`src/rtl/audio_track_sequencer_if.sv`:
```
// Control and memory-strobe bundle between the audio track sequencer and its host.
// The master modport drives requests and configuration; the slave modport drives strobes and status.
interface audio_track_sequencer_if #(
    parameter int ADDR_W = 26,
    parameter int SEL_W  = 3
);
    logic              en;
    logic              start;
    logic              rec_mode;
    logic              stop;
    logic [SEL_W-1:0]  track_sel;
    logic [ADDR_W-1:0] max_mem_addr;
    logic              aud_rdy;
    logic              smp_req;
    logic              mem_busy;
    logic [ADDR_W-1:0] address;
    logic              write_en;
    logic              read_en;
    logic              track_full;
    logic              play_done;
    logic              overrun;
    logic              sel_err;
    logic              busy;

    modport master (
        output en, start, rec_mode, stop, track_sel, max_mem_addr, aud_rdy, smp_req, mem_busy,
        input  address, write_en, read_en, track_full, play_done, overrun, sel_err, busy
    );

    modport slave (
        input  en, start, rec_mode, stop, track_sel, max_mem_addr, aud_rdy, smp_req, mem_busy,
        output address, write_en, read_en, track_full, play_done, overrun, sel_err, busy
    );
endinterface

```
`src/rtl/audio_track_sequencer.sv`:
```
// Multi-track record/playback address sequencer with a per-track recorded-length table.
// Define LOOP_PLAYBACK_EN to make playback of a non-empty track wrap to its base instead of ending.
//
// state    | meaning
// IDLE     | waiting for start
// REC      | waiting for a sample to write
// REC_GAP  | write strobe cycle; pointer and length table advance
// PLAY     | waiting for a playback request, or at end of recorded data
// PLAY_GAP | read strobe cycle; pointer advances
module audio_track_sequencer #(
    parameter int                ADDR_W      = 26,
    parameter int                NUM_TRACKS  = 5,
    parameter int                SEL_W       = 3,
    parameter logic [ADDR_W-1:0] TRACK_DEPTH = 26'h333333
) (
    input  logic                   clk,
    input  logic                   rst,
    audio_track_sequencer_if.slave bus
);
    typedef enum logic [2:0] {IDLE, REC, REC_GAP, PLAY, PLAY_GAP} state_t;

    localparam logic [ADDR_W-1:0] ONE = ADDR_W'(1);

    state_t            state_q, state_d;
    logic [ADDR_W-1:0] ptr_q, ptr_d;
    logic [SEL_W-1:0]  trk_q, trk_d;
    logic              pend_q, pend_d;
    logic              full_q, full_d;
    logic              ovr_q, ovr_d;
    logic              wr_q, wr_d;
    logic              rd_q, rd_d;
    logic              sel_err_q, sel_err_d;
    logic [ADDR_W-1:0] rec_end_q [NUM_TRACKS];
    logic [ADDR_W-1:0] rec_end_d [NUM_TRACKS];

    logic [ADDR_W-1:0] cur_base, cur_limit, cur_end, sel_base;
    logic [SEL_W-1:0]  sel_idx;
    logic              sel_ok, req_in, at_end, accept, done, wrap, latch;

    function automatic logic [ADDR_W-1:0] base_of(input logic [SEL_W-1:0] idx);
        return {{(ADDR_W-SEL_W){1'b0}}, idx} * TRACK_DEPTH;
    endfunction

    assign sel_idx   = bus.track_sel - SEL_W'(1);
    assign sel_base  = base_of(sel_idx);
    assign sel_ok    = (bus.track_sel != '0) && (bus.track_sel <= SEL_W'(NUM_TRACKS));
    assign cur_base  = base_of(trk_q);
    assign cur_limit = (trk_q == SEL_W'(NUM_TRACKS - 1)) ? bus.max_mem_addr
                                                         : cur_base + TRACK_DEPTH - ONE;

    always_comb begin
        cur_end = '0;
        for (int i = 0; i < NUM_TRACKS; i++)
            if (SEL_W'(i) == trk_q) cur_end = rec_end_q[i];
    end

    assign req_in = bus.en & (((state_q == REC) || (state_q == REC_GAP)) ? bus.aud_rdy :
                              ((state_q == PLAY) || (state_q == PLAY_GAP)) ? bus.smp_req : 1'b0);
    assign at_end = (ptr_q == cur_end);
    assign accept = bus.en & ~bus.stop & (req_in | pend_q) & ~bus.mem_busy &
                    ((state_q == REC) | ((state_q == PLAY) & ~at_end));
    assign done   = bus.en & ~bus.stop & (state_q == PLAY) & at_end;

`ifdef LOOP_PLAYBACK_EN
    assign wrap = done & (cur_end != cur_base);
`else
    assign wrap = 1'b0;
`endif

    always_ff @(posedge clk) begin
        if (rst) begin
            state_q   <= IDLE;
            ptr_q     <= '0;
            trk_q     <= '0;
            pend_q    <= 1'b0;
            full_q    <= 1'b0;
            ovr_q     <= 1'b0;
            wr_q      <= 1'b0;
            rd_q      <= 1'b0;
            sel_err_q <= 1'b0;
            for (int i = 0; i < NUM_TRACKS; i++) rec_end_q[i] <= base_of(SEL_W'(i));
        end else begin
            state_q   <= state_d;
            ptr_q     <= ptr_d;
            trk_q     <= trk_d;
            pend_q    <= pend_d;
            full_q    <= full_d;
            ovr_q     <= ovr_d;
            wr_q      <= wr_d;
            rd_q      <= rd_d;
            sel_err_q <= sel_err_d;
            rec_end_q <= rec_end_d;
        end
    end

    always_comb begin
        state_d = state_q;
        if (bus.en) begin
            unique case (state_q)
                IDLE:     if (bus.start && sel_ok) state_d = bus.rec_mode ? REC : PLAY;
                REC:      if (bus.stop) state_d = IDLE;
                          else if (accept) state_d = REC_GAP;
                REC_GAP:  state_d = (bus.stop || ptr_q == cur_limit) ? IDLE : REC;
                PLAY:     if (bus.stop) state_d = IDLE;
                          else if (done) state_d = wrap ? PLAY : IDLE;
                          else if (accept) state_d = PLAY_GAP;
                PLAY_GAP: state_d = bus.stop ? IDLE : PLAY;
                default:  state_d = IDLE;
            endcase
        end
    end

    always_comb begin
        ptr_d     = ptr_q;
        trk_d     = trk_q;
        pend_d    = pend_q;
        full_d    = full_q;
        ovr_d     = ovr_q;
        wr_d      = 1'b0;
        rd_d      = 1'b0;
        sel_err_d = 1'b0;
        rec_end_d = rec_end_q;
        latch     = 1'b0;
        if (bus.en) begin
            unique case (state_q)
                IDLE: if (bus.start) begin
                    if (sel_ok) begin
                        trk_d  = sel_idx;
                        ptr_d  = sel_base;
                        full_d = 1'b0;
                        ovr_d  = 1'b0;
                        pend_d = 1'b0;
                        // A new recording discards whatever the track held before.
                        if (bus.rec_mode)
                            for (int i = 0; i < NUM_TRACKS; i++)
                                if (SEL_W'(i) == sel_idx) rec_end_d[i] = sel_base;
                    end else begin
                        sel_err_d = 1'b1;
                    end
                end
                REC: begin
                    if (bus.stop) pend_d = 1'b0;
                    else if (accept) begin
                        wr_d   = 1'b1;
                        pend_d = pend_q & req_in;
                    end else latch = 1'b1;
                end
                REC_GAP: begin
                    ptr_d = ptr_q + ONE;
                    for (int i = 0; i < NUM_TRACKS; i++)
                        if (SEL_W'(i) == trk_q) rec_end_d[i] = ptr_q + ONE;
                    if (ptr_q == cur_limit) full_d = 1'b1;
                    if (bus.stop || ptr_q == cur_limit) pend_d = 1'b0;
                    else latch = 1'b1;
                end
                PLAY: begin
                    if (bus.stop) pend_d = 1'b0;
                    else if (done) begin
                        if (wrap) begin
                            ptr_d = cur_base;
                            latch = 1'b1;
                        end else pend_d = 1'b0;
                    end else if (accept) begin
                        rd_d   = 1'b1;
                        pend_d = pend_q & req_in;
                    end else latch = 1'b1;
                end
                PLAY_GAP: begin
                    ptr_d = ptr_q + ONE;
                    if (bus.stop) pend_d = 1'b0;
                    else latch = 1'b1;
                end
                default: pend_d = 1'b0;
            endcase
            if (latch && req_in) begin
                if (pend_q) ovr_d = 1'b1;
                else pend_d = 1'b1;
            end
        end
    end

    assign bus.address    = ptr_q;
    assign bus.write_en   = wr_q & bus.en;
    assign bus.read_en    = rd_q & bus.en;
    assign bus.track_full = full_q;
    assign bus.play_done  = done;
    assign bus.overrun    = ovr_q;
    assign bus.sel_err    = sel_err_q;
    assign bus.busy       = (state_q != IDLE);
endmodule

```
`src/flat_wrapper.sv`:
```
// flat-port wrapper written by rule: the top's interface ports become plain ports
module audio_track_sequencer_flat 
#(
    parameter int                ADDR_W      = 26,
    parameter int                NUM_TRACKS  = 5,
    parameter int                SEL_W       = 3,
    parameter logic [ADDR_W-1:0] TRACK_DEPTH = 26'h333333
)
  (clk, rst, bus_en, bus_start, bus_rec_mode, bus_stop, bus_track_sel, bus_max_mem_addr, bus_aud_rdy, bus_smp_req, bus_mem_busy, bus_address, bus_write_en, bus_read_en, bus_track_full, bus_play_done, bus_overrun, bus_sel_err, bus_busy);
  audio_track_sequencer_if #(.ADDR_W(ADDR_W), .SEL_W(SEL_W)) bus_i ();
  input  logic clk;
  input  logic rst;
  input wire logic [$bits(bus_i.en)-1:0] bus_en;
  input wire logic [$bits(bus_i.start)-1:0] bus_start;
  input wire logic [$bits(bus_i.rec_mode)-1:0] bus_rec_mode;
  input wire logic [$bits(bus_i.stop)-1:0] bus_stop;
  input wire logic [$bits(bus_i.track_sel)-1:0] bus_track_sel;
  input wire logic [$bits(bus_i.max_mem_addr)-1:0] bus_max_mem_addr;
  input wire logic [$bits(bus_i.aud_rdy)-1:0] bus_aud_rdy;
  input wire logic [$bits(bus_i.smp_req)-1:0] bus_smp_req;
  input wire logic [$bits(bus_i.mem_busy)-1:0] bus_mem_busy;
  output wire logic [$bits(bus_i.address)-1:0] bus_address;
  output wire logic [$bits(bus_i.write_en)-1:0] bus_write_en;
  output wire logic [$bits(bus_i.read_en)-1:0] bus_read_en;
  output wire logic [$bits(bus_i.track_full)-1:0] bus_track_full;
  output wire logic [$bits(bus_i.play_done)-1:0] bus_play_done;
  output wire logic [$bits(bus_i.overrun)-1:0] bus_overrun;
  output wire logic [$bits(bus_i.sel_err)-1:0] bus_sel_err;
  output wire logic [$bits(bus_i.busy)-1:0] bus_busy;
  assign bus_i.en = bus_en;
  assign bus_i.start = bus_start;
  assign bus_i.rec_mode = bus_rec_mode;
  assign bus_i.stop = bus_stop;
  assign bus_i.track_sel = bus_track_sel;
  assign bus_i.max_mem_addr = bus_max_mem_addr;
  assign bus_i.aud_rdy = bus_aud_rdy;
  assign bus_i.smp_req = bus_smp_req;
  assign bus_i.mem_busy = bus_mem_busy;
  assign bus_address = bus_i.address;
  assign bus_write_en = bus_i.write_en;
  assign bus_read_en = bus_i.read_en;
  assign bus_track_full = bus_i.track_full;
  assign bus_play_done = bus_i.play_done;
  assign bus_overrun = bus_i.overrun;
  assign bus_sel_err = bus_i.sel_err;
  assign bus_busy = bus_i.busy;
  audio_track_sequencer #(.ADDR_W(ADDR_W), .NUM_TRACKS(NUM_TRACKS), .SEL_W(SEL_W), .TRACK_DEPTH(TRACK_DEPTH)) u_core (.clk(clk), .rst(rst), .bus(bus_i));
endmodule
```
`config.mk`:
```
export PLATFORM = sky130hd
export DESIGN_NAME = audio_track_sequencer_flat
export DESIGN_NICKNAME = d
export VERILOG_FILES = /design/src/rtl/audio_track_sequencer_if.sv /design/src/rtl/audio_track_sequencer.sv /design/src/flat_wrapper.sv
export SDC_FILE = /design/constraint.sdc
export NUM_CORES = 1
export LEC_CHECK = 0
export BUFFER_PORTS_ARGS = -buffer_cell sky130_fd_sc_hd__buf_4
export CORE_UTILIZATION = 43
export CTS_BUF_LIST = sky130_fd_sc_hd__clkbuf_8
export CTS_CLUSTER_DIAMETER = 30
export CTS_CLUSTER_SIZE = 40
export DETAILED_ROUTE_END_ITERATION = 6
export GPL_ROUTABILITY_DRIVEN = 0
export PLACE_DENSITY = 0.73
export SLEW_MARGIN = 30
export SYNTH_ARGS = -nofsm -noshare
export SYNTH_HDL_FRONTEND = slang
export SYNTH_SLANG_ARGS = --single-unit
```
`constraint.sdc`:
```
create_clock -name clk -period 3.6 [get_ports clk]
set_input_delay 0.54 -clock clk [delete_from_list [all_inputs] [get_ports clk]]
set_output_delay 0.54 -clock clk [all_outputs]
set_load 0.1 [all_outputs]
```
# Word-level counts from Yosys, hierarchy flattened
# Index checks and enable logic that the tools add are counted.
# word_totals
ff_bits	168
inputBits	38
output_inout_bits	33
word_cells	165
# classes
add_sub_neg	4
mul	2
magnitude_cmp	1
eq_ne	32
mux	65
n_bitwise	21
reduce_logical	26
# op_table
operator	count
$mux 26	18
$mux 130	3
$pmux 130 s2	1
$eq 26x26->1	2
$pmux 26 s2	1
$mul 3x22->25 const B	2
$reduce_and 7->1	5
$mux 1	30
$add 25x22->26 const B	1
$add 26x1->26 const B	1
$sub 26x1->26 const B	1
$mux 3	6
$ne 2x2->1 const B	8
$pmux 3 s5	1
$ne 2x1->1 const B	7
$eq 2x3->1 const A	4
$reduce_and 4->1	3
$and 1x1->1	11
$logic_not 3->1	3
$not 1->1	8
$reduce_or 4->1	2
$eq 1x3->1 const A	2
$eq 3x2->1 const B	2
$eq 3x3->1 const A	2
other kinds (18)	27

# Logic depth before layout (Yosys ltp)
# depth
depth_word	18
ltp_mapped	16
ltp_nobuf	15

# Worst setup path after synthesis
# Ideal clock, no wire load.
# synth_timing
path_type	register to output
startpoint	register u_core.ptr_q[12] (netlist: u_core.bus.address[12])
endpoint	output bus_play_done
arrival_time_ns	4.763
required_ns	3.060
slack_ns	-1.703
stages_incl_launch_ff	10
path_buffers	1
cell_sequence	dfxtp_1 > clkbuf_1 > inv_1 > a222oi_1 > a21oi_1 > o21ai_0 > nand4_1 > and4bb_2 > nand3_1 > a211oi_1
# synth_via
elab_chain_len	2
# synth_rtl
item	line_no	text
start: declaration	audio_track_sequencer.sv:25	logic [ADDR_W-1:0] ptr_q, ptr_d;
start signal: assignment	audio_track_sequencer.sv:84	ptr_q <= ptr_d;
$eq 26x26->1	audio_track_sequencer.sv:59	assign at_end = (ptr_q == cur_end);
$and 1x1->1	audio_track_sequencer.sv:62	assign done = bus.en & ~bus.stop & (state_q == PLAY) & at_end;
end: declaration	flat_wrapper.sv:26	output wire logic [$bits(bus_i.play_done)-1:0] bus_play_done;
# Every way passes these cells.

# Worst setup path after layout
# layout_timing
startpoint	register u_core.trk_q[2]
endpoint	output bus_play_done
# layout_via
elab_chain_len	8
word_cells_on_any_way	12
classes_between	5 x eq/ne; 5 x mux; 1 x bitwise; 1 x reduce/logical
# layout_rtl
item	line_no	text
start: declaration	audio_track_sequencer.sv:26	logic [SEL_W-1:0] trk_q, trk_d;
start signal: assignment	audio_track_sequencer.sv:85	trk_q <= trk_d;
$logic_not 3->1	audio_track_sequencer.sv:54	if (SEL_W'(i) == trk_q) cur_end = rec_end_q[i];
$mux 26 (4 in a row)	audio_track_sequencer.sv:54	
$mux 26 *	audio_track_sequencer.sv:54	
$eq 26x26->1 *	audio_track_sequencer.sv:59	
$and 1x1->1 *	audio_track_sequencer.sv:62	
# Every way passes the cells marked *; elsewhere a longest branch is shown, timed or not.

==> results_dict.tcl <==
set metrics [dict create \
    die_y_um 160 \
    rows 57 \
    ys_ff_latch 168 \
    r2r_setup_slack_ns 0.09 \
    power_mw 5.50 \
    setup_ws_ns -0.206 \
    clkTransAtPathRegs_ns 0.09 \
    wl_um 43800 \
    ys_seq_area_frac 0.314 \
    cts_buffers 17 \
    synth_warnings 0 \
    wl_met2_um 18200 \
    timing.rr.start "u_core.trk_q[1]" \
    grt.total_usage 0.338 \
    clock_skew_ns 0.0168 \
    power_density_mw_per_mm2 418 \
    ys_types 83 \
    fin_nets 1596 \
    htreeDepth 4 \
    yosys_most_used_dff "dfxtp_1" \
    r2r-end "u_core.state_q[0]" \
    worst_ep_required_time_ns 3.06 \
    syn_avg_cell_area_sq_um 7.56 \
    start_util 0.438 \
    relSlewSlack 0.341 \
    yosysTopAreaCell "dfxtp_1" \
    fin_crit_ns 3.81 \
    dp.final_hpwl_um 30800 \
    end_kind "primary output" \
    syn_inst 1414 \
    post-route-util 0.540 \
    drt_iter0_drc 1808 \
    via_per_inst 6.56 \
    layout-drive-gt1-share 0.212 \
    antenna_found_initial 0 \
    fin_crit_sh 1.06 \
    first_pass_iters 6 \
    crit_type "reg2out" \
    max_freq_ghz 0.263 \
    synth.top_cells.by_area "dfxtp_1, nor2_1, a21oi_1" \
    crit_start "u_core.trk_q[2]" \
    core_sq_mm 0.0244 \
    pre_cts_slack_ns -0.268 \
    critPathMaxFanout 31 \
    status "complete, but fails checks" \
    grt_max_degree 93 \
    slew_violations 0 \
    worst_pin_slew_ns 0.989 \
    hold_class "in2reg" \
    placed_cell_area_sq_mm 0.0122 \
    layout_commonest_cell "buf_4" \
    syn-cell-area_sq_mm 0.0107 \
    ant_nets 0 \
    wl_per_cell_um 23.4 \
    route.detailed.drc 0 \
    arrival_ns 3.27 \
    crit_path_start_kind "flip-flop" \
    io_pins 71 \
    die_area_sq_mm 0.0255 \
    top_layer "met4" \
    cts.sinks 168 \
    violations "setup timing" \
    num_antenna_cells 0 \
    grt_overflow 0 \
    hold-worst-slack_ns 0.295 \
    die_x_um 160 \
    layout_common_cells "buf_4, nor2_1, dfxtp_1, nand2_1, a21oi_1" \
    p_leak_nw 5.14 \
    grt_pass1_vias 11400 \
    grt_pass1_wl_um 66900 \
    dr_wl_met3_um 5830 \
    wl_met1_um 16500 \
    setup.worst_path.end "bus_play_done" \
    synth_top_area_frac 0.314 \
    grt_setup_unrepaired "true" \
    nFillCells 2260 \
    multiInputGateArea_sq_mm 0.00696 \
    synth_edf_count 0 \
    cts-root-buf "clkbuf_8" \
    hold_violations 0 \
    finalInstanceArea_sq_mm 0.0132 \
    peakVddDrop_mv 0.258 \
    reg2reg_depth 17 \
    worst_skew_pair.late_latency_ns 0.48 \
    maxCapViolCount 0 \
    syn_nets 1476 \
    setup-violations-final 1 \
    area_growth_syn_to_layout_pct 23.1 \
    cts_tree "built" \
    port_buffers 70 \
    vias 12300 \
    seqCellArea_sq_mm 0.00339 \
    clock_tree.buffer_depth 2 \
    async_reset_ff_frac 0 \
]
## Yosys cell counts, types with 6 or more instances
master       n
nand4_1     17
o21ai_0     52
o21a_1      10
o211ai_1     9
nor3_1      28
xor2_1      24
nor2b_1     17
o21ai_1      6
nor2_1     188
nor4_1       8
a2111oi_0    6
mux2i_1     12
o22ai_1     19
clkbuf_1    83
dfxtp_1    168
o31ai_1      6
nand3b_1    25
inv_1       48
a31oi_1     14
nand2_1    131
a221o_1      9
nand2b_1    15
buf_2       19
a221oi_1    18
buf_1        7
and2_1      14
a21oi_1    127
ha_1        23
a211o_1     48
nand3_1     32
a211oi_1    61
xnor2_1     39
and3_1      17
a21boi_0    12
## stage by stage
| stage | instances | TNS, ns |
|---|---|---|
| 2_1_floorplan | 1414 | -0.0624 |
| 3_3_place_gp | 1817 | -0.0636 |
| 3_5_place_dp | 1817 | -0.591 |
| 4_1_cts | 1868 | -0.0825 |
| 5_1_grt | 1870 | -0.345 |
| 6_report | 1870 | -0.206 |
## sequential cells by signal, indices dropped and copies added, names as in the netlist
name,flops
u_core.bus.address,26
u_core.bus.overrun,1
u_core.bus.sel_err,1
u_core.bus.track_full,1
u_core.pend_q,1
u_core.rd_q,1
u_core.rec_end_q,130
u_core.state_q,3
u_core.trk_q,3
u_core.wr_q,1
## worst min path at each step
stage,start,to,slack [ns],cells past startpoint
final,bus_start,u_core.bus.sel_err,0.30,3
after global routing,bus_start,u_core.bus.sel_err,0.30,3
after CTS,bus_start,u_core.bus.sel_err,0.29,3
after detailed placement,u_core.rec_end_q[89],u_core.rec_end_q[89],0.45,2
after global placement,u_core.rec_end_q[103],u_core.rec_end_q[103],0.44,2
after floorplan,u_core.rec_end_q[69],u_core.rec_end_q[69],0.43,1
## where the power goes
part           leakage, nW  total [mW]  switching [mW]  internal (mW)
logic                 3.55        1.89            1.19          0.708
registers             1.37        2.05           0.116           1.94
clock network        0.217        1.55           0.768          0.781
total                 5.14        5.50            2.07           3.43
## layer usage
| metal | GRT usage | vias up |
|---|---|---|
| li1 | - | 5385 |
| met1 | 0.427 | 5667 |
| met2 | 0.497 | 960 |
| met3 | 0.109 | 246 |
| met4 | 0.212 | 0 |
| met5 | 0 | - |
## logic make-up after synthesis
| logic type | after synthesis | share of synthesized area |
|---|---|---|
| simple gates | 524 | 0.235 |
| compound gates | 456 | 0.294 |
| flops | 168 | 0.314 |
| buf+inv | 166 | 0.0640 |
| xor+xnor | 63 | 0.0516 |
| fa+ha+maj | 24 | 0.0288 |
| mux | 13 | 0.0123 |
## final cells by class
type / instances / area share
multi-input combinational: 1080 / 0.528
sequential: 168 / 0.258
timing repair buffer: 215 / 0.134
tap: 324 / 0.0308
clock buffer: 18 / 0.0188
inverter: 52 / 0.0155
clock inverter: 13 / 0.0148
## worst max-delay path, cell delays in order (launching register included)
cell,delay [ns]
dfxtp_1,0.44
buf_6,0.33
nand2_2,0.20
or4_1,0.72
o31ai_2,0.12
nand4_1,0.11
and4bb_2,0.35
nand3_2,0.10
a211oi_4,0.21
buf_12,0.21
## timing repair
item                                    CTS  global route
setup buffers                            18             2
endpoints found under the setup margin    4            12
pin swaps                                20            11
hold buffers                              0             0
gates cloned                              2             0
gates resized for setup                  56            24
No activity file was read; power rests on OpenSTA's default activity.
